--- config.mk ---
export PLATFORM = sky130hd
export DESIGN_NAME = csa42_pipe_acc
export DESIGN_NICKNAME = d
export VERILOG_FILES = /design/src/rtl/csa_pkg.sv /design/src/rtl/csa42_row.sv /design/src/rtl/csa42_pipe_acc.sv
export SDC_FILE = /design/constraint.sdc
export NUM_CORES = 1
export LEC_CHECK = 0
export ABC_CLOCK_PERIOD_IN_PS = 4300
export BUFFER_PORTS_ARGS = -buffer_cell sky130_fd_sc_hd__buf_2
export CORE_ASPECT_RATIO = 0.5
export CORE_MARGIN = 2
export CORE_UTILIZATION = 51
export DETAILED_ROUTE_END_ITERATION = 8
export PLACE_DENSITY_LB_ADDON = 0.2
export SYNTH_ARGS = -nofsm -noshare
export SYNTH_HDL_FRONTEND = slang
export SYNTH_HIERARCHICAL = 1
export SYNTH_SLANG_ARGS = --single-unit
--- constraint.sdc ---
create_clock -name clk -period 4.3 [get_ports clk]
set_input_delay 0.86 -clock clk [delete_from_list [all_inputs] [get_ports clk]]
set_output_delay 0.86 -clock clk [all_outputs]
set_load 0.01 [all_outputs]
--- src/rtl/csa_pkg.sv ---
// -----------------------------------------------------------------------------
// csa_pkg
// Shared constants and helpers for the carry-save compressor/accumulator.
//   CSA_WIDTH_DEF / CSA_GUARD_DEF : default operand width and guard bits
//   csa_ow()                      : accumulator width from operand width + guard
//   csa_extend()                  : sign- or zero-extend a w-bit value held in
//                                   the low bits of a CSA_EXT_W-bit vector
// -----------------------------------------------------------------------------
package csa_pkg;

   localparam int CSA_WIDTH_DEF = 48;
   localparam int CSA_GUARD_DEF = 4;

   // Widest operand the extension helper can handle.
   localparam int CSA_EXT_W = 256;

   function automatic int csa_ow(input int width, input int guard);
      return width + guard;
   endfunction

   // Bits at and above position w are replaced by copies of bit w-1 when sgn
   // is set, otherwise by zeros. Written with masks so no bit select needs a
   // run-time index.
   function automatic logic [CSA_EXT_W-1:0] csa_extend(
      input logic [CSA_EXT_W-1:0] v,
      input int                   w,
      input bit                   sgn
   );
      logic [CSA_EXT_W-1:0] keep;
      logic [CSA_EXT_W-1:0] top_bit;
      logic                 msb;
      keep    = ~({CSA_EXT_W{1'b1}} << w);
      top_bit = {{(CSA_EXT_W-1){1'b0}}, 1'b1} << (w - 1);
      msb     = |(v & top_bit);
      if (sgn && msb) begin
         return v | ~keep;
      end
      return v & keep;
   endfunction

endpackage

--- src/rtl/csa42_row.sv ---
// -----------------------------------------------------------------------------
// csa42_row
// Combinational N-bit 4:2 carry-save row.
//   a_i, b_i, c_i, d_i : N-bit inputs
//   sum_o              : N-bit sum vector
//   carry_o            : N-bit carry vector, already shifted to its weight
// Guarantees sum_o + carry_o == a_i + b_i + c_i + d_i (mod 2^N).
// -----------------------------------------------------------------------------
module csa42_row #(
   parameter int N = 48
) (
   input  logic [N-1:0] a_i,
   input  logic [N-1:0] b_i,
   input  logic [N-1:0] c_i,
   input  logic [N-1:0] d_i,
   output logic [N-1:0] sum_o,
   output logic [N-1:0] carry_o
);

   logic [N-1:0] fa1_s;
   logic [N-1:0] fa1_t;
   logic [N-1:0] fa1_t_sh;
   logic [N-1:0] fa2_t;

   always_comb begin
      // First full-adder layer over a, b, c.
      fa1_s    = a_i ^ b_i ^ c_i;
      fa1_t    = (a_i & b_i) | (a_i & c_i) | (b_i & c_i);
      // Its carries move up one weight; bit 0 becomes the zero carry-in.
      fa1_t_sh = fa1_t << 1;
      // Second layer folds in d.
      sum_o    = fa1_t_sh ^ d_i ^ fa1_s;
      fa2_t    = (fa1_t_sh & d_i) | (fa1_t_sh & fa1_s) | (d_i & fa1_s);
      carry_o  = fa2_t << 1;
   end

endmodule

--- src/rtl/csa42_pipe_acc.sv ---
// -----------------------------------------------------------------------------
// csa42_pipe_acc
// Pipelined 4:2 carry-save compressor with per-frame carry-save accumulation.
// Each accepted beat's four operands are compressed (S1), then folded into a
// redundant accumulator (S2). The frame's last beat loads the output register
// with the accumulated sum/carry pair and the beat count.
//
// Ports:
//   clk, rst                    : clock, synchronous active-high reset
//   in_a/in_b/in_c/in_d         : WIDTH-bit operands
//   in_last                     : beat closes its frame
//   in_valid / in_ready         : input handshake
//   out_sum / out_carry         : OW-bit redundant result (carry weight-aligned)
//   out_beats                   : beats in the frame (saturating)
//   out_valid / out_ready       : output handshake
//   out_result                  : OW-bit resolved sum, only with CSA_RESOLVE_EN
//
// Optional feature macro: CSA_RESOLVE_EN adds out_result and its adder.
// -----------------------------------------------------------------------------
module csa42_pipe_acc
   import csa_pkg::*;
#(
   parameter int WIDTH  = CSA_WIDTH_DEF,
   parameter int GUARD  = CSA_GUARD_DEF,
   parameter int SIGNED = 0,
   parameter int CNT_W  = 8
) (
   input  logic                            clk,
   input  logic                            rst,
   input  logic [WIDTH-1:0]                in_a,
   input  logic [WIDTH-1:0]                in_b,
   input  logic [WIDTH-1:0]                in_c,
   input  logic [WIDTH-1:0]                in_d,
   input  logic                            in_last,
   input  logic                            in_valid,
   output logic                            in_ready,
   output logic [csa_ow(WIDTH, GUARD)-1:0] out_sum,
   output logic [csa_ow(WIDTH, GUARD)-1:0] out_carry,
   output logic [CNT_W-1:0]                out_beats,
   output logic                            out_valid,
`ifdef CSA_RESOLVE_EN
   output logic [csa_ow(WIDTH, GUARD)-1:0] out_result,
`endif
   input  logic                            out_ready
);

   localparam int               OW       = csa_ow(WIDTH, GUARD);
   localparam logic [CNT_W-1:0] CNT_MAX  = {CNT_W{1'b1}};
   localparam logic [CNT_W-1:0] CNT_ONE  = {{(CNT_W-1){1'b0}}, 1'b1};
   localparam bit               SGN_EXT  = (SIGNED != 0);

   // Extended operands.
   logic [OW-1:0] a_x, b_x, c_x, d_x;

   // S1 compression result.
   logic [OW-1:0] row1_s, row1_c;
   logic [OW-1:0] s1_s_q, s1_c_q, s1_s_d, s1_c_d;
   logic          s1_last_q, s1_last_d;
   logic          s1_vld_q, s1_vld_d;

   // S2 accumulator.
   logic [OW-1:0]    row2_s, row2_c;
   logic [OW-1:0]    acc_s_q, acc_c_q, acc_s_d, acc_c_d;
   logic [OW-1:0]    acc_s_nx, acc_c_nx;
   logic [CNT_W-1:0] cnt_q, cnt_d, cnt_nx;
   logic             first_q, first_d;

   // Output register.
   logic [OW-1:0]    out_s_q, out_c_q, out_s_d, out_c_d;
   logic [CNT_W-1:0] out_beats_q, out_beats_d;
   logic             out_vld_q, out_vld_d;
`ifdef CSA_RESOLVE_EN
   logic [OW-1:0]    out_res_q, out_res_d;
`endif

   // Handshake.
   logic in_fire;
   logic out_free;
   logic s1_adv;
   logic in_ready_w;

   assign a_x = OW'(csa_extend(CSA_EXT_W'(in_a), WIDTH, SGN_EXT));
   assign b_x = OW'(csa_extend(CSA_EXT_W'(in_b), WIDTH, SGN_EXT));
   assign c_x = OW'(csa_extend(CSA_EXT_W'(in_c), WIDTH, SGN_EXT));
   assign d_x = OW'(csa_extend(CSA_EXT_W'(in_d), WIDTH, SGN_EXT));

   csa42_row #(.N(OW)) u_row_in (
      .a_i     (a_x),
      .b_i     (b_x),
      .c_i     (c_x),
      .d_i     (d_x),
      .sum_o   (row1_s),
      .carry_o (row1_c)
   );

   csa42_row #(.N(OW)) u_row_acc (
      .a_i     (s1_s_q),
      .b_i     (s1_c_q),
      .c_i     (acc_s_q),
      .d_i     (acc_c_q),
      .sum_o   (row2_s),
      .carry_o (row2_c)
   );

   // The output slot is usable if empty or being drained this cycle. Only a
   // last beat needs it; non-last beats always move into the accumulator.
   assign out_free   = !out_vld_q || out_ready;
   assign s1_adv     = s1_vld_q && (!s1_last_q || out_free);
   assign in_ready_w = !rst && (!s1_vld_q || s1_adv);
   assign in_fire    = in_valid && in_ready_w;

   // The first beat loads directly; later beats go through the 4:2 row.
   assign acc_s_nx = first_q ? s1_s_q : row2_s;
   assign acc_c_nx = first_q ? s1_c_q : row2_c;
   assign cnt_nx   = first_q ? CNT_ONE
                   : ((cnt_q == CNT_MAX) ? CNT_MAX : cnt_q + CNT_ONE);

   always_comb begin
      s1_s_d      = s1_s_q;
      s1_c_d      = s1_c_q;
      s1_last_d   = s1_last_q;
      s1_vld_d    = s1_vld_q;
      acc_s_d     = acc_s_q;
      acc_c_d     = acc_c_q;
      cnt_d       = cnt_q;
      first_d     = first_q;
      out_s_d     = out_s_q;
      out_c_d     = out_c_q;
      out_beats_d = out_beats_q;
      out_vld_d   = out_vld_q;
`ifdef CSA_RESOLVE_EN
      out_res_d   = out_res_q;
`endif

      // S1: capture compressed operands
      if (in_fire) begin
         s1_s_d    = row1_s;
         s1_c_d    = row1_c;
         s1_last_d = in_last;
         s1_vld_d  = 1'b1;
      end else if (s1_adv) begin
         s1_vld_d  = 1'b0;
      end

      // S2: accumulate, and on the last beat hand off to the output register
      if (out_vld_q && out_ready) begin
         out_vld_d = 1'b0;
      end
      if (s1_adv) begin
         if (s1_last_q) begin
            out_s_d     = acc_s_nx;
            out_c_d     = acc_c_nx;
            out_beats_d = cnt_nx;
            out_vld_d   = 1'b1;
`ifdef CSA_RESOLVE_EN
            out_res_d   = acc_s_nx + acc_c_nx;
`endif
            acc_s_d     = '0;
            acc_c_d     = '0;
            cnt_d       = '0;
            first_d     = 1'b1;
         end else begin
            acc_s_d     = acc_s_nx;
            acc_c_d     = acc_c_nx;
            cnt_d       = cnt_nx;
            first_d     = 1'b0;
         end
      end
   end

   // S1 operand data carries no reset; its valid bit qualifies it.
   always_ff @(posedge clk) begin
      s1_s_q    <= s1_s_d;
      s1_c_q    <= s1_c_d;
      s1_last_q <= s1_last_d;
   end

   always_ff @(posedge clk) begin
      if (rst) begin
         s1_vld_q    <= 1'b0;
         acc_s_q     <= '0;
         acc_c_q     <= '0;
         cnt_q       <= '0;
         first_q     <= 1'b1;
         out_s_q     <= '0;
         out_c_q     <= '0;
         out_beats_q <= '0;
         out_vld_q   <= 1'b0;
`ifdef CSA_RESOLVE_EN
         out_res_q   <= '0;
`endif
      end else begin
         s1_vld_q    <= s1_vld_d;
         acc_s_q     <= acc_s_d;
         acc_c_q     <= acc_c_d;
         cnt_q       <= cnt_d;
         first_q     <= first_d;
         out_s_q     <= out_s_d;
         out_c_q     <= out_c_d;
         out_beats_q <= out_beats_d;
         out_vld_q   <= out_vld_d;
`ifdef CSA_RESOLVE_EN
         out_res_q   <= out_res_d;
`endif
      end
   end

   assign in_ready  = in_ready_w;
   assign out_sum   = out_s_q;
   assign out_carry = out_c_q;
   assign out_beats = out_beats_q;
   assign out_valid = out_vld_q;
`ifdef CSA_RESOLVE_EN
   assign out_result = out_res_q;
`endif

endmodule

== Word level (Yosys, flattened, before mapping) ==
Cells that the tools add are included.
W data, S select, Z words.

* Flip-flop bits (word level): 331
* Output and inout port bits: 114
* Bits of input ports: 197
* Word-level logic and storage cells: 68

* Reductions and logical operators: 13
* Multiplexer cells: 13
* Add/subtract/negate cells: 1
* Eq/ne operators: 1
* Bitwise gates (word level): 28

{| class="wikitable"
|+ Operator list
! cell !! number
|-
| $and A51 B51 Y51 || 7
|-
| $or A51 B51 Y51 || 7
|-
| $xor A52 B52 Y52 || 5
|-
| $mux W52 || 4
|-
| $and A48 B48 Y48 || 3
|-
| $xor A48 B48 Y48 || 2
|-
| $xor A52 B48 Y52 || 1
|-
| $and A48 B51 Y51 || 1
|-
| $and A51 B48 Y51 || 1
|-
| $or A51 B48 Y51 || 1
|-
| $mux W8 || 3
|-
| $add A8 B1 Y8 const B || 1
|-
| $eq A8 B8 Y1 const B || 1
|-
| $mux W1 || 6
|-
| $logic_and A1 B1 Y1 || 4
|-
| $logic_not A1 Y1 || 4
|-
| $logic_or A1 B1 Y1 || 3
|-
| $reduce_and A2 Y1 || 1
|-
| $reduce_bool A2 Y1 || 1
|}

== Longest topological paths before layout ==
Gate-level depths: netlist (run 1).

* Depth in word-level cells: 8
* Depth in mapped cells: 8
* Depth with buffers taken out: 6

== Hierarchy ==
The synthesis (run 1) kept the hierarchy.

{| class="wikitable"
|+ Modules (own cells, without submodules)
! module !! area an instance (µm²) !! cells an instance !! times used !! seq. area each (µm²)
|-
| csa42_pipe_acc || 12119.1 || 1019 || 1 || 7697.4
|-
| csa42_row || 2085.8 || 107 || 2 || 0.0
|}

== Least setup slack after synthesis (run 1) ==
OpenSTA, ideal clock, no wires.

* Kind: input port to flip-flop
* Start: in rst
* End: reg s1_c_q[0] (netlist name)
* Path buffers: 1
* Setup time: 475 ps
* Data arrival time: 3806 ps
* Stages on the path: 3
* Required time: 3825 ps
* Slack: 19 ps
* Cells stage by stage: clkbuf_1 > a31oi_1 > and2_1

{| class="wikitable"
|+ RTL lines
! element !! line !! source
|-
| start, declared || csa42_pipe_acc.sv:29 || <nowiki>input logic rst,</nowiki>
|}

== Worst setup path in the final report (run 1) ==
* Start: reg s1_last_q
* End: reg out_c_q[42] (netlist: out_carry[42])

* Longest elaborated chain between the ends: 4

{| class="wikitable"
|+ RTL lines
! element !! line !! source
|-
| start, declared || csa42_pipe_acc.sv:58 || <nowiki>logic s1_last_q, s1_last_d;</nowiki>
|-
| start signal, assigned || csa42_pipe_acc.sv:175 || <nowiki>s1_last_q <= s1_last_d;</nowiki>
|-
| $logic_not A1 Y1 || csa42_pipe_acc.sv:108 || <nowiki>assign s1_adv = s1_vld_q && (!s1_last_q || out_free);</nowiki>
|-
| $logic_or A1 B1 Y1 || csa42_pipe_acc.sv:108 ||
|-
| $logic_and A1 B1 Y1 || csa42_pipe_acc.sv:108 ||
|-
| $reduce_and A2 Y1 (no line) (*) || -- ||
|-
| end signal, assigned || csa42_pipe_acc.sv:199 || <nowiki>out_c_q <= out_c_d;</nowiki>
|-
| end, declared || csa42_pipe_acc.sv:69 || <nowiki>logic [OW-1:0] out_s_q, out_c_q, out_s_d, out_c_d;</nowiki>
|}

Every way passes the cells marked *; elsewhere a longest branch is shown, timed or not.
A chain may end at the register's enable or synchronous reset.

==> results of run 1 <==
==> layout make-up <==
| class | instances | area [sq um] |
|---|---|---|
| clock buffer | 49 | 903.4 |
| clock inverter | 7 | 63.81 |
| fill | 2550 | 12420 |
| inverter | 2 | 7.507 |
| multi-input combinational | 824 | 8240 |
| sequential | 332 | 7701 |
| tap | 432 | 540.5 |
| timing repair buffer | 321 | 1662 |
==> synth_stat cells, types with 5 or more instances <==
master | instances | area (sq um)
a21oi_1 | 112 | 560.5
buf_2 | 32 | 160.2
buf_6 | 5 | 56.30
clkbuf_1 | 51 | 191.4
dfxtp_1 | 227 | 4544
edfxtp_1 | 105 | 3153
fa_1 | 202 | 4044
mux2i_1 | 104 | 1041
nand2_1 | 109 | 409.1
nor2_1 | 8 | 30.03
o2bb2ai_1 | 104 | 910.9
or3_1 | 105 | 656.9
==> flip-flops by register name, summed over array words and instances (netlist names) <==
signal / flops
acc_s_q: 52
s1_vld_q: 1
s1_last_q: 1
out_carry: 52
acc_c_q: 52
s1_c_q: 52
cnt_q: 8
out_beats: 8
first_q: 1
out_sum: 52
s1_s_q: 52
out_valid: 1
==> layer usage <==
layer / up-vias / part of all wire, % / global-route usage [%] / wire length, um
met5: - / 0 / 0 / 0
met4: 0 / 2.2 / 5.438 / 774
met3: 48 / 3.4 / 3.279 / 1202
met2: 198 / 52 / 38.20 / 18420
met1: 5438 / 42 / 27.54 / 15050
li1: 4936 / - / - / -
==> power breakdown <==
part | switching [uW] | internal, uW
logic | 608 | 524
registers | 143 | 3450
clock network | 1170 | 1490
==> logic make-up (layout without fill, tap and decap cells) <==
kind of cell	Yosys count	count (layout)	synth area share, %
flip-flops	332	332	47.25
AND/OR/NAND/NOR	248	248	7.757
AO/OA/AOI/OAI	243	243	10.35
adder cells (fa/ha/maj)	205	205	25.05
multiplexers	104	104	6.390
buffers and inverters	92	379	2.642
XOR/XNOR	6	6	0.4916
other	3	18	0.06912
==> worst register-to-register path, delay by kind of cell, from the launching register on <==
kind | cells | cell delay (ns)
compound gates | 1 | 0.25
buf+inv | 2 | 1.19
flops | 1 | 0.45
simple gates | 2 | 0.84
==> worst max path at each step <==
stage / from / endpoint / slack [ns] / cells after the start
after floorplan: rst / s1_c_q[0]$_DFFE_PP_ / 0.02 / 3
after global placement: out_ready / acc_s_q[40]$_SDFFE_PP0P_ / 1.53 / 6
final: s1_last_q$_DFFE_PP_ / out_carry[42]$_SDFFE_PP0P_ / 1.51 / 5
after detailed placement: out_ready / acc_c_q[43]$_SDFFE_PP0P_ / 1.43 / 6
after global routing: s1_last_q$_DFFE_PP_ / out_carry[42]$_SDFFE_PP0P_ / 1.26 / 5
after CTS: s1_last_q$_DFFE_PP_ / out_sum[35]$_SDFFE_PP0P_ / 1.50 / 5
==> stage by stage <==
step / worst slack (ns) / utilization, %
floorplan: 0.01912 / -
global placement: 1.527 / 57.55
global route: 1.262 / 60.62
finish: 1.512 / 60.62
CTS: 1.498 / 60.62
detailed placement: 1.433 / 57.55
==> results.toml, run 1 <==
[route]
drt.antenna.violating_nets = 0
wl_mm = 35.44
vias = 10620
post_drt_wl_per_cell_um = 18.02
drc = 0
via_per_inst = 5.399
drt_iter0_drc = 501
dr.pass1.iters = 4

[clock_tree]
numCtsBuffers = 30
cts_hold_buf = 0
clock-root-buffer = "clkbuf_16"
clock_latency_ns = 0.56
post-cts-setup-buffers = 0
numClockSinks = 332
clockBufferDepth = 3
post_cts_resized = 0
clk_pin_slew_worst_paths_ns = 0.06
htreeDepth = 1
cts_tree = "done"

[place]
placed_cells = 1911
io_buffers = 310
gp_congestion = 0.7678
dpl.hpwl_mm = 24.50
post_dp_cell_area_sq_mm = 0.01815

[synth]
postSynthCellCount = 1233
async_flop_share_pct = 0
ys_ff_latch = 332
syn-cell-area_sq_mm = 0.01629
yosysUniqueCellTypes = 45
synth_edf_count = 105
yosys_warnings = 6
syn_area_per_cell_sq_um = 13.21
synth_seq_area_share_pct = 47.25
synth_flop_cell = "dfxtp_1"

[finish]
area_growth_pct = 17.36
diodes = 0
finalNetCount = 1913
drive_gt1_share_pct = 24.56
finalInstanceArea_sq_mm = 0.01912
layout_commonest_cell = "buf_2"
fin_cells = 1967
final_cell_mix = "buf_2, dfxtp_1, fa_1, a21oi_1, nand2_1"

[grt]
grt_pass1_wl_mm = 57.65
grt_pass1_vias = 11195
grt_overflow = 0
antenna_found_initial = 0
grt_max_degree = 115
grt_use_total_pct = 21.28

[worst_setup_path]
r2r_cells = 5
cp_slowest_cell = "buf_4"
r2r_slack_ns = 1.51
crit_top_cell = "buf_4"
required_ns = 4.78
path_buf_inv = 2
r2r_start = "s1_last_q$_DFFE_PP_"
slowest_delay_ns = 0.81
regToRegEndpoint = "out_carry[42]$_SDFFE_PP0P_"
crit_family = "buffers and inverters"
cp_cell_sequence = "buf_4 > nand2_1 > or3_4 > buf_4 > o2bb2ai_1"
critPathMaxFanout = 108
crit_type = "flop to flop"
cp-start-kind = "flop"
crit_path_end_kind = "flop"
arrival_ns = 3.27

[pwr]
power_per_cell_area_mw_per_mm2 = 386.4
total_power_uw = 7388
peakVddDrop_mv = 0.3541
power_leakage_uw = 0.008059

[sta]
setup_viol = 0
grt_setup_unrepaired = "false"
report.final.slew_viol_count = 0
fin_crit_sh_pct = 64.84
whs_ns = 0.4535
slew_headroom_pct = 11.38
hold_viol_final = 0
tns_ns = 0
final.min_clock_period_ns = 2.788
clock.fmax_ghz = 0.3587
worstMarginPinSlew_ns = 1.329
skew_ns = 0.008852

[floorplanning]
rows = 46
fp.dieArea_sq_mm = 0.03347
core_sq_mm = 0.03154
boundaryPins = 311
die_x_um = 256.8
start_util_pct = 51.65
die_h_um = 130.4

[flow_run]
cap_violations = 0

[hold_path]
min_to = "out_sum[39]$_SDFFE_PP0P_"
hp-class = "flop to flop"
holdPathStages = 1
hold_start = "out_sum[39]$_SDFFE_PP0P_"

[run_status]
status = "finished clean"
Power figures use the tool's default switching activity.
==> run 2: changes to the inputs <==
--- a/config.mk
+++ b/config.mk
@@ -5,7 +5,7 @@
 export SDC_FILE = /design/constraint.sdc
 export NUM_CORES = 1
 export LEC_CHECK = 0
-export ABC_CLOCK_PERIOD_IN_PS = 4300
+export ABC_CLOCK_PERIOD_IN_PS = 2500
 export BUFFER_PORTS_ARGS = -buffer_cell sky130_fd_sc_hd__buf_2
 export CORE_ASPECT_RATIO = 0.5
 export CORE_MARGIN = 2
==> constraint.sdc (replaced) <==
create_clock -name clk -period 2.5 [get_ports clk]
set_input_delay 0.5 -clock clk [delete_from_list [all_inputs] [get_ports clk]]
set_output_delay 0.5 -clock clk [all_outputs]
set_load 0.01 [all_outputs]
==> run 2 against run 1 <==
Against the previous run:
- critical path depth is the same
- worst setup slack lost 1.2 ns
- design area up 2.0%
- flip-flop and latch count unchanged
- die area did not move
- clock skew increased by 0.0015 ns
- sequential share of layout area decreased by 0.79 points
- power up 84%
- global-route usage up 1.1 points
- largest power group unchanged
==> results.toml, run 2 (synthesized netlist as in run 1, its figures left out) <==
[run_status]
status = "finished clean"

[finish]
layout_commonest_cell = "buf_2"
drive_gt1_share_pct = 25.34
area_growth_pct = 19.70
diodes = 0
finalNetCount = 1921
finalInstanceArea_sq_mm = 0.01950
final_cell_mix = "buf_2, dfxtp_1, fa_1, a21oi_1, nand2_1"

[route]
via_per_inst = 5.414
drt.antenna.violating_nets = 0
wl_mm = 37.11
post_drt_wl_per_cell_um = 18.79
drc = 0
dr.pass1.iters = 4
drt_iter0_drc = 634
vias = 10693

[hold_path]
min_to = "s1_last_q$_DFFE_PP_"
hold_start = "in_last"
holdPathStages = 1
hp-class = "input pin to flop"

[sta]
hold_viol_final = 0
tns_ns = 0
slew_headroom_pct = 52.49
setup_viol = 0
clock.fmax_ghz = 0.4623
worst_slack_ns = 0.3371
report.final.slew_viol_count = 0
skew_ns = 0.01039
worstMarginPinSlew_ns = 0.7126
final.min_clock_period_ns = 2.163
grt_setup_unrepaired = "false"
fin_crit_sh_pct = 86.52

[clock_tree]
clockBufferDepth = 3
cts_tree = "done"
clock-root-buffer = "clkbuf_16"
post-cts-setup-buffers = 0
post_cts_resized = 0
cts_hold_buf = 0
clk_pin_slew_worst_paths_ns = 0.07
numClockSinks = 332
numCtsBuffers = 30
clock_latency_ns = 0.57
htreeDepth = 1

[floorplanning]
start_util_pct = 51.65
die_h_um = 130.4
boundaryPins = 311
die_x_um = 256.8
core_sq_mm = 0.03154
rows = 46
fp.dieArea_sq_mm = 0.03347

[pwr]
power_leakage_uw = 0.008228
total_power_uw = 13630
peakVddDrop_mv = 0.4312
power_per_cell_area_mw_per_mm2 = 698.9

[worst_setup_path]
critPathMaxFanout = 2
arrival_ns = 2.65
r2r_cells = 5
crit_type = "flop to flop"
required_ns = 2.99
r2r_slack_ns = 0.34
crit_path_end_kind = "flop"
r2r_start = "s1_c_q[17]$_DFFE_PP_"
regToRegEndpoint = "acc_s_q[17]$_SDFFE_PP0P_"
cp-start-kind = "flop"

[place]
pre_cts_slack_ns = 0.3832
dpl.hpwl_mm = 25.88
gp_congestion = 0.8159
io_buffers = 310
post_dp_cell_area_sq_mm = 0.01834

[grt]
antenna_found_initial = 0
grt_pass1_vias = 11559
grt_use_total_pct = 22.38
grt_overflow = 0
use_met2_pct = 40.21
grt_max_degree = 73
grt.met1_usage_pct = 29.08
gr-usage-met3_pct = 3.356
busiest_layer = "met2"
grt_pass1_wl_mm = 60.39

[flow_run]
cap_violations = 0
[run 2: changes by cell type in the layout (fill, tap and decap cells not counted)]
| cell | delta |
|---|---|
| clkinv_2 | -1 |
| clkbuf_1 | -10 |
| clkbuf_8 | -5 |
| buf_4 | -2 |
| clkinvlp_4 | +3 |
| clkinv_1 | +4 |
| buf_12 | +10 |
| bufinv_16 | +9 |
[run 2: cell type report]
| type | count | area (sq um) |
|---|---|---|
| well taps | 432 | 540.5 |
| repair buffers | 329 | 1847 |
| flip-flops and latches | 332 | 7701 |
| multi-input cells | 824 | 8240 |
| inverters | 2 | 7.507 |
| fillers | 2476 | 12040 |
| clock inverters | 22 | 366.6 |
| clock buffers | 34 | 797.0 |
[run 2: metrics by stage]
stage          utilization (%)  hold WS (ns)  cells
2_1_floorplan                -        0.4362   1248
3_3_place_gp             58.14        0.4409   1919
3_5_place_dp             58.14        0.4413   1919
4_1_cts                  61.83       0.09507   1975
5_1_grt                  61.83       0.09718   1975
6_report                 61.83        0.1153   1975
[run 2: how the worst max path moves through the flow]
stage / startpoint / endpoint
2_1_floorplan: s1_last_q$_DFFE_PP_ / s1_c_q[0]$_DFFE_PP_
3_3_place_gp: s1_s_q[19]$_DFFE_PP_ / acc_s_q[19]$_SDFFE_PP0P_
3_5_place_dp: s1_c_q[17]$_DFFE_PP_ / acc_s_q[17]$_SDFFE_PP0P_
4_1_cts: s1_s_q[19]$_DFFE_PP_ / acc_s_q[19]$_SDFFE_PP0P_
5_1_grt: s1_c_q[17]$_DFFE_PP_ / acc_s_q[17]$_SDFFE_PP0P_
6_report: s1_c_q[17]$_DFFE_PP_ / acc_s_q[17]$_SDFFE_PP0P_
[run 2: metal layers]
| layer | wire [um] | share of wire (%) |
|---|---|---|
| met3 | 1470 | 4.0 |
| met4 | 772 | 2.1 |
| met5 | 0 | 0 |
| met2 | 19270 | 52 |
| met1 | 15600 | 42 |
[run 2: critical path: stages (launching register included)]
cell and delay, ns:
edfxtp_1 0.45, fa_1 0.51, fa_1 0.53, mux2i_1 0.08, or3_1 0.34, a21oi_1 0.18
[run 2: where the power goes]
part	internal, uW	leakage [uW]	switching (uW)
combinational	947	0.00484	1090
sequential	5940	0.00283	232
clock	3320	0.000556	2100
==> run 3: changes to the inputs <==
--- a/config.mk
+++ b/config.mk
@@ -8,7 +8,6 @@
 export ABC_CLOCK_PERIOD_IN_PS = 2500
 export BUFFER_PORTS_ARGS = -buffer_cell sky130_fd_sc_hd__buf_2
 export CORE_ASPECT_RATIO = 0.5
-export CORE_MARGIN = 2
 export CORE_UTILIZATION = 51
 export DETAILED_ROUTE_END_ITERATION = 8
 export PLACE_DENSITY_LB_ADDON = 0.2
==> run 3 against run 2 <==
Against the previous run:
- clock power shrank 16%
- flip-flop and latch count is the same
- global-route usage grew 0.88 points
- via count grew 0.39%
- power shrank 6.3%
- worst setup slack gained 0.0090 ns
- clock skew grew 0.0073 ns
- sequential power is essentially flat
- design area shrank 1.2%
- non-clock buffer count shrank 1
- count of clock-buffer cells in the layout grew 5
- first-iteration DRC count shrank 18%
- critical endpoint is now acc_s_q[27]$_SDFFE_PP0P_
==> results.toml, run 3 (synthesized netlist as in run 1, its figures left out) <==
[run_status]
status = "finished clean"

[route]
dr_wl_met3_mm = 1.301
drc = 0
via_per_inst = 5.463
drt-met1-wl_mm = 15.61
dr.pass1.iters = 5
vias = 10735
wl_mm = 37.21
route.met2.wl_mm = 19.33
post_drt_wl_per_cell_um = 18.93
drt_iter0_drc = 518
top_layer_used = "met4"
drt.antenna.violating_nets = 0

[sta]
report.final.slew_viol_count = 0
tns_ns = 0
skew_ns = 0.01767
fin_crit_sh_pct = 86.15
final.min_clock_period_ns = 2.154
slew_headroom_pct = 59.90
setup_viol = 0
hold_viol_final = 0
clock.fmax_ghz = 0.4643
grt_setup_unrepaired = "false"
whs_ns = 0.1129
worstMarginPinSlew_ns = 0.5989
worst_slack_ns = 0.3461

[floorplanning]
fp.dieArea_sq_mm = 0.03270
die_x_um = 254.8
core_sq_mm = 0.03085
die_h_um = 128.4
start_util_pct = 52.80
boundaryPins = 311
rows = 45

[pwr]
total_power_uw = 12770
power_per_cell_area_mw_per_mm2 = 662.5
peakVddDrop_mv = 0.4839
power_leakage_uw = 0.008136

[worst_setup_path]
slowest_delay_ns = 0.54
arrival_ns = 2.65
crit_top_cell = "fa_1"
crit_type = "flop to flop"
cp_slowest_cell = "fa_1"
critPathLaunch = "s1_s_q[27]$_DFFE_PP_"
path_buf_inv = 0
critPathMaxFanout = 2
r2r_start = "s1_s_q[27]$_DFFE_PP_"
crit_family = "adder cells"
crit_path_end_kind = "flop"
cp-start-kind = "flop"
required_ns = 3.00
cp_cell_sequence = "fa_1 > fa_1 > mux2i_1 > or3_1 > a21oi_1"

[finish]
multi_input_area_sq_mm = 0.008240
finalNetCount = 1920
drive_gt1_share_pct = 24.77
area_growth_pct = 18.32
layout_commonest_cell = "buf_2"
final_cell_mix = "buf_2, dfxtp_1, fa_1, a21oi_1, nand2_1"
seq_area_sq_mm = 0.007701
diodes = 0
fillers = 2488
finalInstanceArea_sq_mm = 0.01927

[place]
gp_congestion = 0.8205
io_buffers = 310
post_dp_cell_area_sq_mm = 0.01832
dpl.hpwl_mm = 25.55
pre_cts_slack_ns = 0.3601

[clock_tree]
clock_latency_ns = 0.57
cts_tree = "done"
htreeDepth = 1
clock-root-buffer = "clkbuf_16"
post-cts-setup-buffers = 0
cts_hold_buf = 0
numCtsBuffers = 30
numClockSinks = 332
post_cts_resized = 0
clk_pin_slew_worst_paths_ns = 0.07
clockBufferDepth = 3

[grt]
grt_use_total_pct = 23.26
grt_pass1_wl_mm = 60.28
grt_pass1_vias = 11668
grt_overflow = 0
antenna_found_initial = 0
grt_max_degree = 114

[hold_path]
hold_start = "in_last"
hp-class = "input pin to flop"

[flow_run]
cap_violations = 0
## run 3: report_power, final
| part | leakage, uW | internal (uW) | switching [uW] |
|---|---|---|---|
| Clock | 0.000468 | 2530 | 2030 |
| Combinational | 0.00484 | 941 | 1110 |
| Sequential | 0.00283 | 5940 | 219 |
| Total | 0.00814 | 9410 | 3360 |
## run 3: worst register-to-register path, delay by kind of cell, from the launching register on
family / cells / cell delay (ns)
AOI/OAI and AO/OA: 1 / 0.14
adders and majority gates: 2 / 1.07
DFF: 1 / 0.44
muxes: 1 / 0.10
and+or+nand+nor: 1 / 0.33
## run 3: stage by stage
stage | util, % | instances
floorplan | - | 1248
global placement | 59.37 | 1909
finish | 62.47 | 1965
detailed placement | 59.37 | 1909
global route | 62.47 | 1965
CTS | 62.47 | 1965
## run 3: final timing paths
kind | end | slack [ns] | cells past startpoint
max | acc_s_q[27]$_SDFFE_PP0P_ | 0.35 | 5
min | s1_last_q$_DFFE_PP_ | 0.11 | 1
max reg2reg | acc_s_q[27]$_SDFFE_PP0P_ | 0.35 | 5
min reg2reg | out_sum[33]$_SDFFE_PP0P_ | 0.46 | 1
## run 3: area by class of cell
type                    count  share of cell area (%)
multi-input cells         824                   42.75
flip-flops and latches    332                   39.95
repair buffers            328                   9.542
clock buffers              39                   4.284
well taps                 423                   2.746
clock inverters            17                  0.6816
inverters                   2                 0.03895
## run 3: per-layer routing
| metal | up-vias | GRT usage, % |
|---|---|---|
| met4 | 0 | 7.291 |
| met3 | 51 | 3.318 |
| met5 | - | 0 |
| met2 | 230 | 41.37 |
| li1 | 4948 | - |
| met1 | 5506 | 29.62 |
